===== src/rtl/isa_pkg.sv =====
// Purpose: shared types and constants for the ISA program sequencer.
// Latency: n/a (declarations only).
// Backpressure: n/a.
// Optional macro ISA_SEQ_STEP_EN adds the PAUSE state used for single-stepping.
package isa_pkg;

    localparam int INSTR_W  = 20;
    localparam int RESULT_W = 32;

    // Encoding that terminates a program when fetched.
    localparam logic [INSTR_W-1:0] HALT_WORD_DEF = 20'hFFFFF;

    typedef enum logic [2:0] {
        IDLE    = 3'd0,
        FETCH   = 3'd1,
        ISSUE   = 3'd2,
        WAIT    = 3'd3,
        CAPTURE = 3'd4,
        DONE    = 3'd5
`ifdef ISA_SEQ_STEP_EN
        ,PAUSE  = 3'd6
`endif
    } state_t;

endpackage


===== src/rtl/isa_imem.sv =====
// Purpose: instruction store for the sequencer; synchronous write, combinational read.
// Latency: write visible to the read port on the cycle after the write edge; read is 0-cycle.
// Backpressure: none; writes always accepted when we is high.
// Ports: clk; we/waddr/wdata write port; raddr/rdata asynchronous read port.
// Contents are deliberately not reset so a program survives a sequencer reset.
module isa_imem
    import isa_pkg::*;
#(
    parameter int DEPTH = 16
) (
    input  logic                       clk,
    input  logic                       we,
    input  logic [$clog2(DEPTH)-1:0]   waddr,
    input  logic [INSTR_W-1:0]         wdata,
    input  logic [$clog2(DEPTH)-1:0]   raddr,
    output logic [INSTR_W-1:0]         rdata
);

    logic [INSTR_W-1:0] mem [DEPTH];

    always_ff @(posedge clk) begin
        if (we) begin
            mem[waddr] <= wdata;
        end
    end

    // DEPTH is a power of two, so every address is in range.
    assign rdata = mem[raddr];

endmodule


===== src/rtl/isa_sequencer.sv =====
// Purpose: steps through a loaded program, issuing each word to a datapath and capturing its output.
// Latency: 3+SETTLE_CYCLES cycles per instruction (FETCH..CAPTURE); done 2 cycles after start on an immediate HALT.
// Backpressure: none; load_we and start are dropped while busy (optional step pulse gates each instruction).
// Ports: clk, rst (sync, active high); load_we/load_addr/load_data program write (IDLE only);
//        start run request; [step, only with ISA_SEQ_STEP_EN]; dp_result datapath output;
//        instr_out/instr_valid issue; result/result_valid capture; pc, busy, done status.
module isa_sequencer
    import isa_pkg::*;
#(
    parameter int                 IMEM_DEPTH    = 16,
    parameter int                 SETTLE_CYCLES = 2,
    parameter logic [INSTR_W-1:0] HALT_WORD     = HALT_WORD_DEF
) (
    input  logic                          clk,
    input  logic                          rst,
    input  logic                          load_we,
    input  logic [$clog2(IMEM_DEPTH)-1:0] load_addr,
    input  logic [INSTR_W-1:0]            load_data,
    input  logic                          start,
`ifdef ISA_SEQ_STEP_EN
    input  logic                          step,
`endif
    input  logic [RESULT_W-1:0]           dp_result,
    output logic [INSTR_W-1:0]            instr_out,
    output logic                          instr_valid,
    output logic [RESULT_W-1:0]           result,
    output logic                          result_valid,
    output logic [$clog2(IMEM_DEPTH)-1:0] pc,
    output logic                          busy,
    output logic                          done
);

    localparam int AW = $clog2(IMEM_DEPTH);

    state_t             state;
    state_t             state_nx;
    logic [3:0]         settle_cnt;
    logic [INSTR_W-1:0] imem_rdata;
    logic               imem_we;
    logic               last_slot;

    // Programming is only possible while the sequencer is idle.
    assign imem_we   = load_we && (state == IDLE);
    assign last_slot = (pc == AW'(IMEM_DEPTH - 1));

    isa_imem #(
        .DEPTH (IMEM_DEPTH)
    ) u_imem (
        .clk   (clk),
        .we    (imem_we),
        .waddr (load_addr),
        .wdata (load_data),
        .raddr (pc),
        .rdata (imem_rdata)
    );

    always_comb begin
        state_nx = state;
        case (state)
            IDLE:    if (start) state_nx = FETCH;
            FETCH:   state_nx = (imem_rdata == HALT_WORD) ? DONE : ISSUE;
            ISSUE:   state_nx = WAIT;
            // settle_cnt was loaded with SETTLE_CYCLES on ISSUE, so WAIT lasts exactly that many cycles.
            WAIT:    if (settle_cnt == 4'd1) state_nx = CAPTURE;
            CAPTURE: begin
                if (last_slot) begin
                    state_nx = DONE;
                end else begin
`ifdef ISA_SEQ_STEP_EN
                    state_nx = PAUSE;
`else
                    state_nx = FETCH;
`endif
                end
            end
            DONE:    state_nx = IDLE;
`ifdef ISA_SEQ_STEP_EN
            PAUSE:   if (step) state_nx = FETCH;
`endif
            default: state_nx = IDLE;
        endcase
    end

    // Strobes and busy are registered from the next state so each one is aligned
    // with the state it belongs to; result is loaded on the same edge as result_valid
    // so the captured value and its strobe appear together during CAPTURE.
    always_ff @(posedge clk) begin
        if (rst) begin
            state        <= IDLE;
            pc           <= '0;
            instr_out    <= '0;
            settle_cnt   <= '0;
            result       <= '0;
            instr_valid  <= 1'b0;
            result_valid <= 1'b0;
            busy         <= 1'b0;
            done         <= 1'b0;
        end else begin
            state        <= state_nx;
            instr_valid  <= (state_nx == ISSUE);
            result_valid <= (state_nx == CAPTURE);
            done         <= (state_nx == DONE);
            busy         <= (state_nx != IDLE);

            if (state == IDLE && start) begin
                pc <= '0;
            end else if (state == CAPTURE && !last_slot) begin
                pc <= pc + AW'(1);
            end

            if (state == FETCH) begin
                instr_out <= imem_rdata;
            end

            if (state == ISSUE) begin
                settle_cnt <= 4'(SETTLE_CYCLES);
            end else if (state == WAIT) begin
                settle_cnt <= settle_cnt - 4'd1;
            end

            if (state_nx == CAPTURE) begin
                result <= dp_result;
            end
        end
    end

endmodule


===== config.mk =====
export PLATFORM = sky130hd
export DESIGN_NAME = isa_sequencer
export DESIGN_NICKNAME = d
export VERILOG_FILES = /design/src/rtl/isa_pkg.sv /design/src/rtl/isa_imem.sv /design/src/rtl/isa_sequencer.sv
export SDC_FILE = /design/constraint.sdc
export NUM_CORES = 1
export LEC_CHECK = 0
export BUFFER_PORTS_ARGS = -buffer_cell sky130_fd_sc_hd__buf_2
export CAP_MARGIN = 15
export CORE_ASPECT_RATIO = 1.1
export CORE_MARGIN = 2
export CORE_UTILIZATION = 35
export DETAILED_ROUTE_END_ITERATION = 8
export PLACE_DENSITY = 0.55
export SLEW_MARGIN = 5
export SYNTH_ARGS = -nofsm -noshare
export SYNTH_HDL_FRONTEND = slang
export SYNTH_SLANG_ARGS = --single-unit

===== constraint.sdc =====
create_clock -name clk -period 3.99 [get_ports clk]
set_input_delay 0.1995 -clock clk [delete_from_list [all_inputs] [get_ports clk]]
set_output_delay 0.1995 -clock clk [all_outputs]
set_load 0.05 [all_outputs]

======== Yosys cells after proc, flatten, opt, wreduce, memory -nomap -nowiden ========
Memories as Yosys holds them, arrays and structs flattened. A register that Yosys moved wholly into a read port is not among the register bits.
Index checks and enable logic that the tools add are counted.
word-level totals
  memories kept ........................... 1
  output and inout port bits .............. 60
  bits of input ports ..................... 60
  bits in read-only memories .............. 0
  bits in latches ......................... 0
  RAM bits ................................ 320
  logic and storage cells ................. 43
  register bits after elaboration ......... 67
cells by class
  bitwise operators ....................... 0
  muxes and demuxes ....................... 11
  equal/unequal tests ..................... 10
  $add $sub $neg .......................... 2
  shift-type cells ........................ 0
  reductions and logical operators ........ 9
  multiply operators ...................... 0
  div/mod/pow operators ................... 0
  magnitude comparators ................... 0
memory list
  name        depth  width  rd ports  clocked after memory_dff  wr ports  RTL line        RTL
  u_imem.mem  16     20     1         1                         1         isa_imem.sv:19  logic [INSTR_W-1:0] mem [DEPTH];
operators by type and width
  cell                                                  count
  equality test 20 bit (second input constant)          1
  case mux 3 bit (5 select lines)                       1
  two-way mux 3 bit                                     4
  equality test 3 x 2 -> 1 bit (second input constant)  3
  equality test 3 bit (second input constant)           3
  two-way mux 4 bit                                     2
  adder 4 x 1 -> 4 bit (second input constant)          1
  equality test 4 x 1 -> 1 bit (second input constant)  1
  equality test 4 bit (second input constant)           1
  two-way mux 2 bit                                     2
  OR reduction 2 bit                                    2
  subtractor 4 x 1 -> 4 bit (second input constant)     1
  equality test 3 x 1 -> 1 bit (second input constant)  1
  logical AND 1 bit                                     3
  zero test 3 bit                                       1
  nonzero test 3 bit                                    1
  two-way mux 1 bit                                     2
  nonzero test 2 bit                                    1
  zero test 1 bit                                       1

======== Depth between registers and ports, before layout ========
Gate-level depths: netlist of the first run.
  depth in word-level cells ............... 5
  gate-level depth with buffers ........... 11
  mapped depth without buffers ............ 8

======== By module ========
Synthesis of the first run repeated with hierarchy kept, for this count alone.
second synthesis, totals
  cells, all modules ...................... 828
  area total of the unflattened synthesis .. 14671.6 um^2
modules (own cells, without submodules)
  module         seq. area each (um^2)  cells each  times used  area an instance (um^2)
  isa_imem       9609.2                 513         1           12130.4
  isa_sequencer  1341.3                 315         1           2541.2

======== Worst setup path before layout of the first run ========
OpenSTA, ideal clock, no wires.
  path type ............................... register to register
  from .................................... reg state[0]
  to ...................................... mem u_imem.mem[0][0], enable pin
  buffers on the path ..................... 1
  data arrival time ....................... 2.619 ns
  library setup time ...................... 0.422 ns
  stages on the path, launching flop included .. 6
  data required time ...................... 3.568 ns
  period minus slack after synthesis ...... 3.041 ns
  path slack .............................. 0.949 ns
  cells stage by stage .................... dfxtp_1 clkbuf_1 nor3_1 nand2_1 or3_1 nor3_1
on the way
  longest elaborated chain between the ends .. 4
ends and longest elaborated chain
  what                                     RTL line             RTL
  start, declared                          isa_sequencer.sv:35  state_t state;
  start signal, assigned                   isa_sequencer.sv:99  state <= state_nx;
  zero test 3 bit                          isa_sequencer.sv:43  assign imem_we = load_we && (state == IDLE);
  logical AND 1 bit                        isa_sequencer.sv:43
  two-way mux 1 bit                        isa_imem.sv:22       if (we) begin
  two-way mux 1 bit (not written as such)  isa_imem.sv:23       mem[waddr] <= wdata;
  end, declared                            isa_imem.sv:19
No other way between the ends.

==> impl_metrics.toml, run 1 <==
[die]
io_pins = 120
floorplan.rows = 79
floorplan.core_area_sq_mm = 0.04250
die_area_sq_mm = 0.04485
floorplan.initialDensity_pct = 35.55
die_height_um = 221.9
die_x_um = 202.1

[run]
maxcap_violations = 0

[layout]
final_common_cell = "edfxtp_1"
seq_area_sq_mm = 0.01104
area.growth.synth_to_final_pct = 19.51
layout-drive-gt1-share_pct = 26.69
finish.net_count = 1124
multi_input_logic_area_sq_mm = 0.003829
layout_common_cells = "edfxtp_1 (320), buf_2 (119), nand2_1 (106), dfxtp_1 (68), mux4_2 (55)"
antenna_cells = 0
fillerInstances = 3785
finish.instance_area_sq_mm = 0.01806

[worst_setup_path]
crit_fanout = 44
startpoint_type = "flip-flop"
worst-endpoint-required_ps = 4400
timing.critical_path.to_type = "flip-flop"
critical_path_class = "flip-flop to flip-flop"
timing.critical_path.arrival_ps = 3580

[grt]
global_route_wire_length_before_repair_um = 54040
grt_busiest_layer = "met2"
antenna_found_initial = 3
grt_usage_pct = 16.23
grt_util_met3_pct = 2.925
grt_remaining_overflow = 0
met2_usage_pct = 27.82
grt_util_met1_pct = 21.03
first_global_vias = 8363
grt_start_max_net_pins = 45

[synth]
ys.warnings.count = 0
yosysSeqAreaShare_pct = 73.00
leading_area_contributor_after_synthesis = "edfxtp_1"
postSynth.topFlopCell = "edfxtp_1"
synth.cell_area_sq_mm = 0.01511
seq_cells_post_synth = 391
synth-xor-area-share_pct = 0.1739
synth-edff-count = 320
post_synth_and_or_nand_nor_area_fraction_pct = 6.351
synth.mux.area_fraction_pct = 13.14
yosysTopAreaCellShare_pct = 63.59
post_synth_main_area_contributors = "edfxtp_1 (64%), dfxtp_1 (9.4%), mux4_2 (8.2%), mux2i_1 (2.8%), nand2_1 (2.6%)"
synth_fa_ha_area_share_pct = 0.2484
ys_types = 54
avgSynthCellArea_sq_um = 17.07
synth_area_in_compound_gates_pct = 5.043
synthCells = 885
synth.net_count = 948
asyncSetResetFlopFracSynth_pct = 0
synth_top_family_by_area = "multiplexers"

[sta]
number_of_hold_violations_in_the_final_report = 0
final-setup-viol-count = 0
maxSlewHeadroom_pct = 31.56
highest_clock_rate_ghz = 0.3161
finalMaxSlewViolations = 0
setup_repair_after_global_routing_missed_its_margin = "false"
timing.final.crit_period_ps = 3164
setup_tns_ps = 0
transition_time_at_the_pin_with_the_least_slew_margin_ps = 1023
finalClockSkew_ps = 19.36
timing.final.crit_share_pct = 79.30

[hold_path]
hold_wc_path_type = "input pin to flip-flop"

[route]
route.vias.total = 8394
wl_per_cell_um = 22.13
route.final.wire_length_um = 36760
drt_first_pass_iters = 5
initialDrtViolationCount = 661
number_of_nets_with_antenna_violations_after_routing = 0
route.detailed.vias_per_inst = 5.054
drc = 0

[cts]
cts_max_path_buffers = 3
clockRootBuffer = "clkbuf_16"
tritoncts.num_buffers = 41
cts_htree_levels = 2
clock_sink_total = 391
worst_skew_pair.late_latency_ps = 550
tritoncts = "yes"
post_cts_setup_driven_buffer_insertion_count = 0
clock_slew_at_the_register_clock_pins_of_the_worst_setup_and_hold_paths_ps = 60

[pwr]
total_power_after_layout_w = 0.008555
pwr_density_mw_per_mm2 = 473.7
total_leakage_power_nw = 5.987
max-vdd-ir-drop_mv = 0.2383

[placement]
placement.cell_area_sq_mm = 0.01643
place_congestion = 0.7590
port_buffers = 119
place_hpwl_um = 21470

[status]
outcome = "finished clean"
## power breakdown
part	switching (W)	total (W)	internal [W]
sequential	0.0000332	0.00451	0.00448
combinational	0.000280	0.000396	0.000116
clock	0.00152	0.00365	0.00212
total	0.00184	0.00855	0.00672
## area by class of cell
cell class | count | share of cell area (%)
Clock buffer | 56 | 6.270
Multi-Input combinational cell | 442 | 21.20
Tap cell | 567 | 3.928
Timing Repair Buffer | 181 | 6.471
Clock inverter | 20 | 0.9146
Inverter | 4 | 0.08314
Sequential cell | 391 | 61.13
## worst max-delay path, stage by stage (launching register included)
cell     delay (ps)
dfxtp_4         910
buf_4           520
mux4_1          350
a22oi_1          90
and2_4          160
or4b_4          550
nor4_4          310
o31ai_1          90
## cells in the mapped netlist, drive strengths merged, types with 4 or more instances
master,n
mux2i,42
buf,23
a21oi,50
and3,4
nor2b,11
nor2,48
and2,7
clkbuf,25
a221oi,13
nand2,106
edfxtp,320
nor3,9
a211oi,7
nand2b,7
mux4,67
o21a,4
inv,4
dfxtp,71
a22oi,17
nand4,5
nand3,4
o21ai,9
## sequential cells by signal (all words and copies together) (netlist names), named ones only
register and flops:
settle_cnt 4, u_imem.mem 320, instr_valid 1, result_valid 1
result 32, busy 1, state 3, pc 4
done 1, instr_out 20
## routing by layer
layer  vias up  share of wire [%]  wire, um
met5         -              0.087        32
met4         6                2.4       898
met3        63                5.5      2018
met2       252                 49     18060
met1      4248                 43     15750
li1       3825                  -         -
## through the flow
step / std cells / setup slack (ps) / hold WS, ps / utilization, %
detailed placement: 1552 / 809.7 / 443.4 / 38.65
global route: 1661 / 566.6 / 21.60 / 42.49
global placement: 1551 / 812.5 / 438.8 / 38.61
floorplan: 885 / 948.6 / 298.4 / -
CTS: 1660 / 791.4 / 5.107 / 42.45
finish: 1661 / 826.1 / 24.65 / 42.49
## final timing paths
| path | startpoint | cells past startpoint | slack (ps) | end |
|---|---|---|---|---|
| setup / recovery | flip-flop | 7 | 830 | state[1] |
| hold / removal | load_data[8] | 1 | 20 | u_imem.mem[2][8] |
| setup reg to reg | flip-flop | 7 | 830 | state[1] |
| hold reg to reg | result[11] | 2 | 450 | result[11] |
## logic make-up after synthesis
logic type / Yosys count
mux: 110
xor+xnor: 3
compound gates: 115
flops: 391
buf+inv: 52
fa+ha+maj: 3
simple gates: 211
## repair_timing
item | in CTS | in global routing
hold buffers | 32 | 0
gates resized for setup | 0 | 0
hold endpoints to repair | 32 | 0
Note: power is estimated with default switching activity, not from simulation.
==> inputs of run 2 (changes only) <==
--- a/config.mk
+++ b/config.mk
@@ -5,13 +5,14 @@
 export SDC_FILE = /design/constraint.sdc
 export NUM_CORES = 1
 export LEC_CHECK = 0
+export ABC_AREA = 1
 export BUFFER_PORTS_ARGS = -buffer_cell sky130_fd_sc_hd__buf_2
 export CAP_MARGIN = 15
 export CORE_ASPECT_RATIO = 1.1
 export CORE_MARGIN = 2
 export CORE_UTILIZATION = 35
 export DETAILED_ROUTE_END_ITERATION = 8
-export PLACE_DENSITY = 0.55
+export PLACE_DENSITY = 0.57
 export SLEW_MARGIN = 5
 export SYNTH_ARGS = -nofsm -noshare
 export SYNTH_HDL_FRONTEND = slang
==> constraint.sdc (replaced) <==
create_clock -name clk -period 2.55 [get_ports clk]
set_input_delay 0.1275 -clock clk [delete_from_list [all_inputs] [get_ports clk]]
set_output_delay 0.1275 -clock clk [all_outputs]
set_load 0.05 [all_outputs]
==> run 2 against run 1 <==
  * Maximum frequency up 33%
  * Global-route usage up 1.3 points
  * Highest routed layer is now met4
  * Largest cell class unchanged
  * First-iteration DRC count increased by 51%
  * Combinational power up 64%
  * Critical endpoint is now busy
==> impl_metrics.toml, run 2 <==
[cts]
clock_sink_total = 391
tritoncts.num_buffers = 41
clockRootBuffer = "clkbuf_16"
cts_max_path_buffers = 3
clock_slew_at_the_register_clock_pins_of_the_worst_setup_and_hold_paths_ps = 60
worst_skew_pair.late_latency_ps = 540
tritoncts = "yes"
cts_htree_levels = 2

[sta]
finalClockSkew_ps = 13.45
transition_time_at_the_pin_with_the_least_slew_margin_ps = 986.6
setup_tns_ps = 0
hold_ws_ps = 25.38
highest_clock_rate_ghz = 0.4219
timing.final.crit_share_pct = 92.96
finalMaxSlewViolations = 0
timing.final.crit_period_ps = 2370
maxSlewHeadroom_pct = 34.15
final-setup-viol-count = 0
number_of_hold_violations_in_the_final_report = 0

[worst_setup_path]
crit_chain = "clkinv_2 -> buf_12 -> buf_12 -> nor2_1 -> o21ai_0 -> nand3_1 -> nand3_1 -> nand2_2 -> nand2_1 -> nor2_1 -> nand3_1 -> o21bai_1 -> buf_4 -> nand2_1 -> nand2_1 -> nand3_1"
startpoint_type = "flip-flop"
timing.critical_path.to_type = "flip-flop"
timing.critical_path.arrival_ps = 2780
reg2reg_setup_slack_ps = 180
worst-endpoint-required_ps = 2960
crit_fanout = 43
crit_path_max_delay_cell_type = "dfxtp_2"
crit_family = "simple AND/OR/NAND/NOR gates"
worst_r2r_path_depth = 16
path_buf_inv = 4
critical_path_class = "flip-flop to flip-flop"
max_stage_delay_ps = 370
crit_top_cell = "nand3_1"
worst_reg2reg_path_endpoint = "busy"

[synth]
synth.cell_area_sq_mm = 0.01589
ys_types = 25
synth_commonest_cells = "nand2_1 (383), edfxtp_1 (320), nor2_1 (187), nand3_1 (164), inv_1 (140)"
synth.net_count = 1578
ys.warnings.count = 0
synthMostInstantiatedCell = "nand2_1"
yosysTopAreaCellShare_pct = 60.48
yosysSeqAreaShare_pct = 69.42
leading_area_contributor_after_synthesis = "edfxtp_1"
avgSynthCellArea_sq_um = 10.49
seq_cells_post_synth = 391
postSynth.topFlopCell = "edfxtp_1"
asyncSetResetFlopFracSynth_pct = 0
synthCells = 1515
synth-edff-count = 320
post_synth_main_area_contributors = "edfxtp_1 (60%), nand2_1 (9.0%), dfxtp_1 (8.9%), nand3_1 (5.2%), nor2_1 (4.4%)"

[layout]
finish.instance_area_sq_mm = 0.01953
final_common_cell = "nand2_1"
area.growth.synth_to_final_pct = 22.91
largest_register_ff_count = 320
fillerInstances = 4122
biggestRegsByFlops = "u_imem.mem x320, result x32, instr_out x20"
layout-drive-gt1-share_pct = 15.46
layout_common_cells = "nand2_1 (380), edfxtp_1 (320), nor2_1 (171), nand3_1 (164), inv_1 (140)"
finish.net_count = 1780
regMostFlops = "u_imem.mem"

[route]
route.final.wire_length_um = 42770
number_of_nets_with_antenna_violations_after_routing = 0
drc = 0
route.detailed.vias_per_inst = 4.843
wl_per_cell_um = 18.36
drt_first_pass_iters = 5
initialDrtViolationCount = 995
route.vias.total = 11280

[pwr]
max-vdd-ir-drop_mv = 0.4027
pwr_density_mw_per_mm2 = 680.1
total_leakage_power_nw = 7.980

[status]
outcome = "finished clean"

[hold_path]
hold-path-cell-count = 1
hold_start = "load_data[5]"
hold_wc_path_type = "input pin to flip-flop"
min_delay_worst_endpoint = "u_imem.mem[14][5]"

[grt]
first_global_vias = 10970
grt_usage_pct = 17.50
antenna_found_initial = 1
global_route_wire_length_before_repair_um = 63500
grt_start_max_net_pins = 106
grt_remaining_overflow = 0

[die]
floorplan.initialDensity_pct = 35.63
die_area_sq_mm = 0.04712
die_height_um = 227.5
die_x_um = 207.2
floorplan.rows = 81
io_pins = 120
floorplan.core_area_sq_mm = 0.04459

[placement]
port_buffers = 119
placement.cell_area_sq_mm = 0.01760
place_hpwl_um = 24050
place_congestion = 0.7732

[run]
maxcap_violations = 0
run 2: cell types whose count changed in the layout (fill, tap and decap cells not counted), sizes merged, moves of 35 or more:
cell | before | now
nand2 | 106 | 383
nand3 | 4 | 164
nor2 | 48 | 187
inv | 5 | 143
o21ai | 9 | 100
mux4 | 67 | 0
mux2i | 42 | 0
a21oi | 50 | 12
buf | 149 | 184
run 2: cells by family (layout without fill, tap and decap cells):
group           after synthesis  after routing  synth area share (%)
fa+ha+maj                     3              3                0.2363
xor+xnor                      1              1               0.05513
other cells                   0              1                     0
compound gates              153            153                 5.481
buf+inv                     223            455                 5.780
simple gates                744            744                 19.03
flops                       391            391                 69.42
run 2: metrics by stage:
stage               instances  power [W]  util, %  setup slack (ps)
floorplan                1515   0.007498        -             481.0
global placement         2197   0.007760    39.48             193.8
detailed placement       2197   0.007768    39.48             163.2
CTS                      2322    0.01342    43.40             89.45
global route             2329    0.01368    43.79            -19.66
finish                   2329    0.01328    43.79             179.6
run 2: worst max path at each step:
stage / to / slack [ps] / cells after the start
2_1_floorplan: u_imem.mem[0][0] / 480 / 4
3_3_place_gp: busy / 190 / 17
3_5_place_dp: busy / 160 / 17
4_1_cts: busy / 90 / 17
5_1_grt: busy / -20 / 16
6_report: busy / 180 / 16
run 2: power by group:
part	internal, W	switching (W)
clock	0.00321	0.00238
sequential	0.00701	0.0000405
combinational	0.000205	0.000442
total	0.0104	0.00286
run 2: timing repair:
item                                    in CTS  in global routing
buffers inserted                             0                  2
gates resized for setup                      0                  9
endpoints found under the setup margin       0                  2
endpoints found under the hold margin      342                  0
hold buffers                                52                  0
run 2: worst register-to-register path, cell delays in order (launching register included):
cell and delay (ps):
dfxtp_2 370, clkinv_2 110, buf_12 190, buf_12 210, nor2_1 120, o21ai_0 110
nand3_1 110, nand3_1 90, nand2_2 160, nand2_1 100, nor2_1 150, nand3_1 90
o21bai_1 130, buf_4 130, nand2_1 40, nand2_1 70, nand3_1 70
run 2: cell type report:
type | count | area (sq um) | share of cell area (%)
Clock buffer | 57 | 1096 | 5.613
Timing Repair Buffer | 240 | 1998 | 10.23
Antenna cell | 1 | 2.502 | 0.01281
Sequential cell | 391 | 11040 | 56.52
Clock inverter | 16 | 133.9 | 0.6855
Inverter | 142 | 541.8 | 2.774
Multi-Input combinational cell | 901 | 3993 | 20.44
Tap cell | 581 | 726.9 | 3.722
run 2: routing by layer:
layer	up-vias	part of all wire (%)	GRT usage, %
li1	5457	-	-
met1	5382	44	22.80
met2	373	47	29.69
met3	67	6.3	3.118
met4	0	2.5	5.806
met5	-	0	0
